==> src/rtl/cam_tx_pkg.sv <==
// Shared types and constants for the camera-bus transmitter: FSM states, counter width, byte order.
package cam_tx_pkg;

    localparam int CNT_W         = 16;
    localparam bit HI_BYTE_FIRST = 1'b1;

    typedef enum logic [2:0] {
        ST_IDLE,
        ST_VSYNC,
        ST_VBACK,
        ST_ACTIVE,
        ST_HBLANK,
        ST_VFRONT
    } state_t;

    function automatic logic [7:0] first_byte(input logic [15:0] px);
        return HI_BYTE_FIRST ? px[15:8] : px[7:0];
    endfunction

    function automatic logic [7:0] second_byte(input logic [15:0] px);
        return HI_BYTE_FIRST ? px[7:0] : px[15:8];
    endfunction

endpackage

==> src/rtl/cam_tx_pclk_gen.sv <==
// Pixel-clock divider: cam_pclk low then high for PCLK_DIV/2 clks each; fall_strobe_o is high in the
// clk cycle whose closing edge drops pclk, so every output register moves together with that edge.
module cam_tx_pclk_gen #(
    parameter int PCLK_DIV = 2
) (
    input  logic clk_i,
    input  logic reset_i,
    output logic pclk_o,
    output logic fall_strobe_o
);
    import cam_tx_pkg::*;

    localparam logic [CNT_W-1:0] DIV_LAST = CNT_W'(PCLK_DIV - 1);
    localparam logic [CNT_W-1:0] HALF     = CNT_W'(PCLK_DIV / 2);

    logic [CNT_W-1:0] cnt_q, cnt_d;
    logic             pclk_q, pclk_d;

    always_comb begin
        cnt_d  = (cnt_q == DIV_LAST) ? '0 : cnt_q + CNT_W'(1);
        pclk_d = (cnt_d >= HALF);
    end

    always_ff @(posedge clk_i) begin
        if (reset_i) begin
            cnt_q  <= '0;
            pclk_q <= 1'b0;
        end else begin
            cnt_q  <= cnt_d;
            pclk_q <= pclk_d;
        end
    end

    assign pclk_o        = pclk_q;
    assign fall_strobe_o = (cnt_q == DIV_LAST);

endmodule

==> src/rtl/cam_stream_tx.sv <==
// DVP transmitter: 16-bit ready/valid/sync pixels in, pclk/vsync/href/byte out, outputs move on pclk falls.
// One-pixel buffer, img_ready registered (= buffer empty). Optional CAM_TX_TEST_PATTERN_EN adds pattern_en.
module cam_stream_tx #(
    parameter int PCLK_DIV    = 2,
    parameter int H_ACTIVE    = 640,
    parameter int H_BLANK     = 144,
    parameter int VSYNC_LINES = 3,
    parameter int V_BACK      = 17,
    parameter int V_ACTIVE    = 480,
    parameter int V_FRONT     = 10
) (
    input  logic        clk,
    input  logic        reset,
    output logic        img_ready,
    input  logic        img_valid,
    input  logic        img_sync,
    input  logic [15:0] img_data,
`ifdef CAM_TX_TEST_PATTERN_EN
    input  logic        pattern_en,
`endif
    output logic        cam_pclk,
    output logic        cam_vsync,
    output logic        cam_hsync,
    output logic [7:0]  cam_data,
    output logic        frame_active,
    output logic        err_underflow,
    output logic        err_resync
);
    import cam_tx_pkg::*;

    localparam logic [CNT_W-1:0] LINE_LAST = CNT_W'(2 * H_ACTIVE + H_BLANK - 1);
    localparam logic [CNT_W-1:0] ACT_LAST  = CNT_W'(2 * H_ACTIVE - 1);
    localparam logic [CNT_W-1:0] HB_LAST   = CNT_W'(H_BLANK - 1);
    localparam logic [CNT_W-1:0] VS_LAST   = CNT_W'(VSYNC_LINES - 1);
    localparam logic [CNT_W-1:0] VB_LAST   = CNT_W'(V_BACK - 1);
    localparam logic [CNT_W-1:0] VA_LAST   = CNT_W'(V_ACTIVE - 1);
    localparam logic [CNT_W-1:0] VF_LAST   = CNT_W'(V_FRONT - 1);

    logic fall_strobe;
    logic pat_on;

`ifdef CAM_TX_TEST_PATTERN_EN
    assign pat_on = pattern_en;
`else
    assign pat_on = 1'b0;
`endif

    cam_tx_pclk_gen #(.PCLK_DIV(PCLK_DIV)) u_pclk (
        .clk_i         (clk),
        .reset_i       (reset),
        .pclk_o        (cam_pclk),
        .fall_strobe_o (fall_strobe)
    );

    state_t           state_q, state_d, cur_state, blank_next;
    logic [CNT_W-1:0] h_q, h_d, v_q, v_d, cur_h, cur_v, blank_last;
    logic             buf_vld_q, buf_vld_d, rdy_q, rdy_d, pend_q, pend_d;
    logic [15:0]      buf_dat_q, buf_dat_d;
    logic [7:0]       lo_q, lo_d, dat_q, dat_d;
    logic             vs_q, vs_d, hs_q, hs_d, fa_q, fa_d, unf_q, unf_d, rsy_q, rsy_d;
    logic             accept, idle;

    always_comb begin
        accept    = img_valid && rdy_q;
        idle      = (state_q == ST_IDLE) && !pend_q;
        // A pending resync turns the next emitted slot into the first VSYNC slot of a new frame.
        cur_state = pend_q ? ST_VSYNC : state_q;
        cur_h     = pend_q ? '0 : h_q;
        cur_v     = pend_q ? '0 : v_q;

        case (cur_state)
            ST_VSYNC: begin blank_last = VS_LAST; blank_next = ST_VBACK;  end
            ST_VBACK: begin blank_last = VB_LAST; blank_next = ST_ACTIVE; end
            default:  begin blank_last = VF_LAST; blank_next = ST_IDLE;   end
        endcase

        state_d   = state_q;
        h_d       = h_q;
        v_d       = v_q;
        buf_vld_d = buf_vld_q;
        buf_dat_d = buf_dat_q;
        lo_d      = lo_q;
        pend_d    = pend_q;
        vs_d      = vs_q;
        hs_d      = hs_q;
        dat_d     = dat_q;
        fa_d      = fa_q;
        unf_d     = unf_q;
        rsy_d     = 1'b0;

        if (fall_strobe) begin
            pend_d  = 1'b0;
            vs_d    = 1'b0;
            hs_d    = 1'b0;
            dat_d   = 8'h00;
            fa_d    = (cur_state != ST_IDLE);
            state_d = cur_state;
            h_d     = cur_h + CNT_W'(1);
            v_d     = cur_v;
            case (cur_state)
                ST_VSYNC, ST_VBACK, ST_VFRONT: begin
                    vs_d = (cur_state == ST_VSYNC);
                    if (cur_h == LINE_LAST) begin
                        h_d = '0;
                        if (cur_v == blank_last) begin
                            v_d     = '0;
                            state_d = blank_next;
                        end else begin
                            v_d = cur_v + CNT_W'(1);
                        end
                    end
                end
                ST_ACTIVE: begin
                    hs_d = 1'b1;
                    if (!cur_h[0]) begin
                        if (pat_on) begin
                            dat_d = cur_v[7:0];
                            lo_d  = cur_h[8:1];
                        end else if (buf_vld_q) begin
                            dat_d     = first_byte(buf_dat_q);
                            lo_d      = second_byte(buf_dat_q);
                            buf_vld_d = 1'b0;
                        end else begin
                            lo_d  = 8'h00;
                            unf_d = 1'b1;
                        end
                    end else begin
                        dat_d = lo_q;
                    end
                    if (cur_h == ACT_LAST) begin
                        h_d     = '0;
                        state_d = ST_HBLANK;
                    end
                end
                ST_HBLANK: begin
                    if (cur_h == HB_LAST) begin
                        h_d = '0;
                        if (cur_v == VA_LAST) begin
                            v_d     = '0;
                            state_d = ST_VFRONT;
                        end else begin
                            v_d     = cur_v + CNT_W'(1);
                            state_d = ST_ACTIVE;
                        end
                    end
                end
                default: h_d = '0;
            endcase
        end

        if (idle) begin
            buf_vld_d = 1'b0;
            if (pat_on || (accept && img_sync)) begin
                buf_vld_d = !pat_on;
                buf_dat_d = img_data;
                state_d   = ST_VSYNC;
                h_d       = '0;
                v_d       = '0;
                unf_d     = 1'b0;
            end
        end else if (accept) begin
            buf_vld_d = 1'b1;
            buf_dat_d = img_data;
            if (img_sync) begin
                rsy_d  = 1'b1;
                pend_d = 1'b1;
                unf_d  = 1'b0;
            end
        end

        rdy_d = !pat_on && (((state_d == ST_IDLE) && !pend_d) || !buf_vld_d);
    end

    always_ff @(posedge clk) begin
        if (reset) begin
            state_q   <= ST_IDLE;
            h_q       <= '0;
            v_q       <= '0;
            buf_vld_q <= 1'b0;
            buf_dat_q <= '0;
            lo_q      <= '0;
            rdy_q     <= 1'b0;
            pend_q    <= 1'b0;
            vs_q      <= 1'b0;
            hs_q      <= 1'b0;
            dat_q     <= '0;
            fa_q      <= 1'b0;
            unf_q     <= 1'b0;
            rsy_q     <= 1'b0;
        end else begin
            state_q   <= state_d;
            h_q       <= h_d;
            v_q       <= v_d;
            buf_vld_q <= buf_vld_d;
            buf_dat_q <= buf_dat_d;
            lo_q      <= lo_d;
            rdy_q     <= rdy_d;
            pend_q    <= pend_d;
            vs_q      <= vs_d;
            hs_q      <= hs_d;
            dat_q     <= dat_d;
            fa_q      <= fa_d;
            unf_q     <= unf_d;
            rsy_q     <= rsy_d;
        end
    end

    assign img_ready     = rdy_q;
    assign cam_vsync     = vs_q;
    assign cam_hsync     = hs_q;
    assign cam_data      = dat_q;
    assign frame_active  = fa_q;
    assign err_underflow = unf_q;
    assign err_resync    = rsy_q;

endmodule

==> config.mk <==
export PLATFORM = sky130hd
export DESIGN_NAME = cam_stream_tx
export DESIGN_NICKNAME = d
export VERILOG_FILES = /design/src/rtl/cam_tx_pkg.sv /design/src/rtl/cam_tx_pclk_gen.sv /design/src/rtl/cam_stream_tx.sv
export SDC_FILE = /design/constraint.sdc
export NUM_CORES = 1
export LEC_CHECK = 0
export ABC_AREA = 0
export CAP_MARGIN = 20
export CORE_ASPECT_RATIO = 1.2
export CORE_MARGIN = 2
export CORE_UTILIZATION = 45
export CTS_CLUSTER_SIZE = 16
export DETAILED_ROUTE_END_ITERATION = 12
export SLEW_MARGIN = 10
export SYNTH_ARGS = -nofsm -noshare
export SYNTH_HDL_FRONTEND = slang
export SYNTH_SLANG_ARGS = --single-unit
==> constraint.sdc <==
create_clock -name clk -period 6.1 [get_ports clk]
set_clock_uncertainty 0.2 [all_clocks]
set_input_delay 1.22 -clock clk [delete_from_list [all_inputs] [get_ports clk]]
set_output_delay 1.22 -clock clk [all_outputs]
set_load 0.01 [all_outputs]
==> results of run 1 <==
-- cell usage in the layout, fill, tap and decap left out, types with 7 or more instances in the layout --
| master | netlist | layout |
|---|---|---|
| a211oi_1 | 12 | 12 |
| a21oi_1 | 59 | 59 |
| a31oi_1 | 18 | 18 |
| and3_1 | 10 | 10 |
| clkbuf_16 | 0 | 9 |
| clkdlybuf4s50_1 | 0 | 33 |
| dfxtp_1 | 92 | 92 |
| inv_1 | 7 | 7 |
| nand2_1 | 93 | 93 |
| nand3_1 | 39 | 39 |
| nand4_1 | 7 | 7 |
| nand4b_1 | 7 | 7 |
| nor2_1 | 77 | 77 |
| nor2b_1 | 15 | 15 |
| nor3_1 | 19 | 19 |
| nor4_1 | 12 | 12 |
| o21ai_0 | 23 | 23 |
| or3_1 | 9 | 9 |
| or4_1 | 8 | 8 |
| xnor2_1 | 11 | 11 |
| xor2_1 | 11 | 11 |
-- power by group --
part / total (W) / switching (W) / leakage [nW] / internal (W)
clock network: 0.000608 / 0.000245 / 0.154 / 0.000363
registers: 0.000641 / 0.0000208 / 0.744 / 0.000620
logic: 0.000164 / 0.000100 / 0.897 / 0.0000635
-- kinds of logic after synthesis --
group / Yosys count
xor+xnor: 22
flops: 92
simple gates: 322
buf+inv: 50
compound gates: 153
fa+ha+maj: 4
-- per-layer routing --
| metal | vias up | track usage (%) | routed length, µm |
|---|---|---|---|
| li1 | 2340 | - | - |
| met1 | 2188 | 27.7 | 5400 |
| met2 | 125 | 34.0 | 5840 |
| met3 | 20 | 3.64 | 612 |
| met4 | 0 | 8.22 | 247 |
| met5 | - | 0 | 0 |
-- layout make-up --
class / count / area (µm²)
clock buffers: 10 / 229
clock inverters: 6 / 93.8
fillers: 1059 / 4930
inverters: 7 / 26.3
multi-input cells: 501 / 2800
flip-flops and latches: 92 / 1840
well taps: 129 / 161
repair buffers: 41 / 385
-- path summary, 6_finish.rpt --
check | to | slack, ps | cells past startpoint
worst max-delay path | h_q[13]$_SDFF_PP0_ | 2130 | 11
worst min-delay path | buf_dat_q[2]$_SDFFE_PP0P_ | 260 | 2
worst max register to register | h_q[13]$_SDFF_PP0_ | 2130 | 11
worst min register to register | buf_dat_q[2]$_SDFFE_PP0P_ | 260 | 2
-- critical path, stage by stage, from the launching register on --
cell	delay (ps)
dfxtp_1	310
inv_1	370
nand2_1	320
inv_1	310
ha_1	270
nand4b_1	240
nor3_1	400
a21oi_1	210
o31ai_2	670
nor2_1	280
nand3_1	160
a21oi_1	70
-- through the flow --
step	instance area [µm²]	total power [W]	hold WS, ps	util, %	std cells
final	5540	0.00141	257	52.9	786
after global placement	5190	0.000814	246	49.6	768
after global routing	5540	0.00147	277	52.9	786
after CTS	5520	0.00143	261	52.7	784
after floorplan	4820	0.000760	232	-	643
after detailed placement	5190	0.000817	251	49.6	768
-- cells in the mapped netlist, types with 7 or more instances --
cell      instances
xor2_1           11
a31oi_1          18
nand3_1          39
a21oi_1          59
clkbuf_1         39
or4_1             8
and3_1           10
nand4_1           7
nand4b_1          7
xnor2_1          11
nor3_1           19
or3_1             9
a211oi_1         12
o21ai_0          23
nand2_1          93
nor4_1           12
dfxtp_1          92
nor2_1           77
inv_1             7
nor2b_1          15
-- state kept, by name, summed over array words and instances, names as in the netlist --
register,count
cam_data,8
err_underflow,1
frame_active,1
v_q,16
state_q,3
buf_vld_q,1
u_pclk.cnt_q,16
h_q,16
lo_q,8
u_pclk.pclk_o,1
pend_q,1
cam_vsync,1
img_ready,1
err_resync,1
buf_dat_q,16
cam_hsync,1
==> flow_summary.ini, run 1 <==
[synthesis]
synthMuxAreaShare_pct = 0
yosysWarnings = 0
synth_top_family_by_area = simple AND/OR/NAND/NOR gates
seq_area_frac_synth_pct = 38.2
ys_async_sr_fraction_pct = 0
synth_compound_area_share_pct = 20.1
synthAdderAreaFrac_pct = 1.04
yosys.area.top_type_share_pct = 38.2
synth_top_cell_by_area = dfxtp_1
synth_area_leaders = dfxtp_1 (38%), nand2_1 (7.2%), a21oi_1 (6.1%), nor2_1 (6.0%), nand3_1 (4.0%)
avgSynthCellArea_um2 = 7.50
synthXorXnorAreaFrac_pct = 3.99
netlist_area_um2 = 4820
ys_types = 57
synth_flop_cell = dfxtp_1
syn_inst = 643
yosys.area_share.simple_pct = 32.7
syn_nets = 667
synth_edf_count = 0
ys_ff_latch = 92

[floorplanning]
row_count = 41
die_w_um = 98.5
die_h_um = 117
die-area_um2 = 11600
start_util_pct = 46.1
core-area_um2 = 10500
io_pins = 35

[cts]
cts.sink_count = 92
cts-root-buf = clkbuf_16
clk_latency_ps = 350
cts_made_buffers = 9
cts.path.max_buffers = 2
holdBufCountCts = 0
cts_tree = built
cts_max_level = 3
cts.clk_slew.worst_paths_ps = 70
post_cts.repair.setup_buffers = 0
cts_resized = 0

[worst_setup_path]
path_max_fanout = 13
start_kind = register
end_kind = register
required_ps = 6090
reg2reg_from = pend_q$_SDFF_PP0_
startpoint = pend_q$_SDFF_PP0_
crit_type = register to register
crit_arrival_ps = 3960

[sta]
worstMarginPinSlew_ps = 1070
finalSetupViolations = 0
finalHoldViolCount = 0
fin_crit_ps = 3970
period_share_pct = 65.1
rsz0062_at_grt = no
clock.fmax_mhz = 252
setup_tns_ps = 0
worst_slack_ps = 2130
drv_slew = 0
relSlewSlack_pct = 29.0

[placement]
hpwl_mm = 8.22
port_buffers = 34
dp_slack_ps = 1950
gp_congestion = 0.890

[power]
power.density_nw_per_um2 = 255
vdd_drop_max_mv = 0.162
leakage_nw = 1.80

[route]
drc = 0
wl_per_cell_um = 15.4
firstDrtPassIters = 7
ant_nets = 0
drt-total-wl_mm = 12.1
via_count = 4673
viasPerCell = 5.95
drt_iter0_markers = 311

[grt]
grt_pass1_vias = 4222
overflow = 0
grt_pass1_wl_mm = 20.3
antenna_found_initial = 0
grt_max_degree = 54
grt_usage_pct = 21.0

[status]
status = finished, final reports clean

[final_layout]
nets = 676
final_layout_size_suffix_gt1_share_pct = 4.72
diodes = 0
layout-area-overhead-vs-synth_pct = 14.7

[min_path]
worstHoldStart = buf_dat_q[2]$_SDFFE_PP0P_
hp-class = register to register

[flow_run]
maxCapViolations = 0
No activity file was read; power rests on OpenSTA's default activity.
==> run 2, diff against run 1 <==
- clock period: 6.1 -> 3.9 ns (I/O delays scaled with it)
==> flow_summary.ini, run 2 (same netlist as run 1, synthesis figures left out) <==
[cts]
cts_resized = 0
clk_latency_ps = 340
cts-root-buf = clkbuf_16
cts_tree = built
cts.sink_count = 92
cts_made_buffers = 9
cts_max_level = 3
cts.clk_slew.worst_paths_ps = 70
holdBufCountCts = 0
cts.path.max_buffers = 2
post_cts.repair.setup_buffers = 0

[worst_setup_path]
slowest_delay_ps = 660
reg2reg_depth = 11
end_kind = register
path_max_fanout = 11
crit_type = register to register
cp_slowest_cell = o31ai_2
reg2reg_slack_ps = 430
crit_arrival_ps = 3480
cp_cell_sequence = inv_1, nand2_1, inv_1, ha_1, nand4b_1, nor3_1, a21oi_1, o31ai_2, nor2_1, nand2_1, a31oi_1
start_kind = register
reg2reg_from = pend_q$_SDFF_PP0_
r2r-end = h_q[5]$_SDFF_PP0_
required_ps = 3910

[final_layout]
final_cell_mix = nand2_1 (93), dfxtp_1 (92), nor2_1 (77), a21oi_1 (59), nand3_1 (39)
nets = 682
final_layout_size_suffix_gt1_share_pct = 5.43
diodes = 0
layout-area-overhead-vs-synth_pct = 15.2
final_common_cell = nand2_1
fillers = 1038
stdcell_count = 792

[sta]
hold_ws_ps = 256
clock.fmax_mhz = 288
finalHoldViolCount = 0
drv_slew = 0
relSlewSlack_pct = 48.0
setup_tns_ps = 0
worstMarginPinSlew_ps = 774
period_share_pct = 89.0
fin_crit_ps = 3470
rsz0062_at_grt = no
worst_slack_ps = 430
finalSetupViolations = 0

[floorplanning]
die_w_um = 98.5
io_pins = 35
core-area_um2 = 10500
die-area_um2 = 11600
row_count = 41
die_h_um = 117
start_util_pct = 46.1

[status]
status = finished, final reports clean

[min_path]
hp-class = register to register
hold_path_end = lo_q[7]$_SDFFE_PP0P_
whs_path_depth = 2
worstHoldStart = lo_q[7]$_SDFFE_PP0P_

[placement]
port_buffers = 34
dp_slack_ps = 519
hpwl_mm = 8.29
gp_congestion = 0.826
place_inst = 776

[route]
drc = 0
viasPerCell = 5.81
via_count = 4602
drt_iter0_markers = 254
ant_nets = 0
drt-total-wl_mm = 12.0
wl_per_cell_um = 15.2
firstDrtPassIters = 6

[grt]
overflow = 0
grt_pass1_wl_mm = 20.3
antenna_found_initial = 0
grt_pass1_vias = 4172
grt_max_degree = 52
grt_usage_pct = 21.1

[power]
p_total_w = 0.00217
vdd_drop_max_mv = 0.232
power.density_nw_per_um2 = 391
leakage_nw = 1.82

[flow_run]
maxCapViolations = 0
## run 2: cell count changes in the layout (fill, tap and decap cells not counted), sizes merged
cell | before | now
buf | 7 | 14
bufinv | 2 | 1
clkinv | 1 | 0
inv | 9 | 10
## run 2: final cells by class
class                   count  area (µm²)  share of cell area, %
clock inverters             5        63.8                   1.15
clock buffers              11         243                   4.37
well taps                 129         161                   2.90
repair buffers             47         433                   7.79
flip-flops and latches     92        1840                   33.1
multi-input cells         501        2790                   50.2
inverters                   7        26.3                  0.473
## run 2: power breakdown
part,internal (W),switching (W)
combinational,0.000102,0.000156
sequential,0.000970,0.0000336
clock,0.000522,0.000388
## run 2: worst max-delay path by stage
stage,end,slack [ps],cells past startpoint,from
3_3_place_gp,h_q[13]$_SDFF_PP0_,670,11,pend_q$_SDFF_PP0_
4_1_cts,h_q[5]$_SDFF_PP0_,430,11,pend_q$_SDFF_PP0_
2_1_floorplan,v_q[10]$_SDFF_PP0_,600,13,pend_q$_SDFF_PP0_
5_1_grt,h_q[4]$_SDFF_PP0_,70,11,pend_q$_SDFF_PP0_
6_report,h_q[5]$_SDFF_PP0_,430,11,pend_q$_SDFF_PP0_
3_5_place_dp,h_q[5]$_SDFF_PP0_,520,11,pend_q$_SDFF_PP0_
## run 2: routing by layer
metal,routed length [µm],up-vias,GRT usage (%),part of all wire (%)
met5,0,-,0,0
met4,230,0,8.22,1.9
met3,435,18,3.16,3.6
met2,5850,100,34.5,49
met1,5500,2145,27.8,46
li1,-,2339,-,-
## run 2: critical path: cells and delay by family, from the launching register on
kind | cells | cell delay, ps
compound gates | 3 | 940
fa+ha+maj | 1 | 270
simple gates | 5 | 1240
flops | 1 | 310
buf+inv | 2 | 370
## run 2: through the flow
stage               instance area, µm²  utilization (%)
global placement                  5250             50.2
finish                            5560             53.1
CTS                               5560             53.1
floorplan                         4820                -
global route                      5560             53.1
detailed placement                5250             50.2
==> run 3, diff against run 2 <==
- CORE_UTILIZATION: 45 -> 40
==> flow_summary.ini, run 3 (same netlist as run 1, synthesis figures left out) <==
[cts]
cts_resized = 0
cts.clk_slew.worst_paths_ps = 70
cts_made_buffers = 9
cts_max_level = 3
clk_latency_ps = 350
cts.path.max_buffers = 2
cts_tree = built
cts-root-buf = clkbuf_16
cts.sink_count = 92
holdBufCountCts = 0
post_cts.repair.setup_buffers = 0

[worst_setup_path]
path_max_fanout = 11
crit_arrival_ps = 3430
start_kind = register
required_ps = 3920
end_kind = register
reg2reg_from = pend_q$_SDFF_PP0_
crit_type = register to register
startpoint = pend_q$_SDFF_PP0_

[grt]
grt_pass1_wl_mm = 20.8
antenna_found_initial = 0
grt_max_degree = 52
overflow = 0
grt_pass1_vias = 4420
grt_usage_pct = 19.0

[final_layout]
fillers = 1176
final_common_cell = nand2_1
final_cell_mix = nand2_1 (93), dfxtp_1 (92), nor2_1 (77), a21oi_1 (59), nand3_1 (39)
nets = 682
final_layout_size_suffix_gt1_share_pct = 5.58
final_area_um2 = 5600
layout-area-overhead-vs-synth_pct = 16.1
diodes = 0

[sta]
fin_crit_ps = 3410
clock.fmax_mhz = 293
finalSetupViolations = 0
period_share_pct = 87.4
worstMarginPinSlew_ps = 775
hold_ws_ps = 259
drv_slew = 0
relSlewSlack_pct = 47.9
setup_tns_ps = 0
rsz0062_at_grt = no
finalHoldViolCount = 0

[floorplanning]
die_w_um = 104
core-area_um2 = 11700
row_count = 43
io_pins = 35
die-area_um2 = 13000
start_util_pct = 41.3
die_h_um = 124

[status]
status = finished, final reports clean

[placement]
gp_congestion = 0.867
dpl-instance-area_um2 = 5290
port_buffers = 34
hpwl_mm = 8.47

[route]
ant_nets = 0
drt_iter0_markers = 317
wl_per_cell_um = 14.9
viasPerCell = 5.77
drc = 0
firstDrtPassIters = 5
drt-total-wl_mm = 12.2
via_count = 4734

[power]
power.density_nw_per_um2 = 392
leakage_nw = 1.82
vdd_drop_max_mv = 0.292

[flow_run]
maxCapViolations = 0

[min_path]
hp-class = register to register
worstHoldStart = lo_q[7]$_SDFFE_PP0P_
-- run 3: layer usage --
| layer | up-vias | track usage, % | share of wire (%) |
|---|---|---|---|
| li1 | 2343 | - | - |
| met1 | 2247 | 23.8 | 45 |
| met2 | 123 | 33.1 | 48 |
| met3 | 21 | 3.61 | 4.6 |
| met4 | 0 | 5.48 | 1.6 |
| met5 | - | 0 | 0 |
-- run 3: area by class of cell --
cell class | count | area (µm²) | area share [%]
tap | 157 | 196 | 3.51
multi-input combinational | 501 | 2790 | 49.8
timing repair buffer | 47 | 433 | 7.73
inverter | 7 | 26.3 | 0.469
clock buffer | 9 | 225 | 4.02
clock inverter | 7 | 88.8 | 1.59
sequential | 92 | 1840 | 32.9
-- run 3: critical path, stage by stage, from the launching register on --
cell and delay [ps]:
dfxtp_1 310, inv_1 70, nand2_1 190, inv_1 300
ha_1 270, nand4b_1 250, nor3_1 420, a21oi_1 200
o31ai_2 620, nor2_1 240, nand2_1 120, a31oi_1 90
-- run 3: power breakdown --
part	switching (W)	internal [W]	total (W)
Sequential	0.0000325	0.000970	0.00100
Clock	0.000415	0.000514	0.000929
Combinational	0.000160	0.000103	0.000263
-- run 3: stage by stage --
stage               power (W)  worst slack [ps]  cells  utilization [%]
floorplan             0.00119               601    643                -
CTS                   0.00221               503    820             48.0
finish                0.00219               492    820             48.0
global placement      0.00128               658    804             45.3
detailed placement    0.00129               545    804             45.3
global route          0.00229              67.7    820             48.0
-- run 3: worst paths after layout --
kind,to,slack [ps],cells past startpoint
max,h_q[4]$_SDFF_PP0_,490,11
min reg2reg,lo_q[7]$_SDFFE_PP0P_,260,2
max reg2reg,h_q[4]$_SDFF_PP0_,490,11
min,lo_q[7]$_SDFFE_PP0P_,260,2
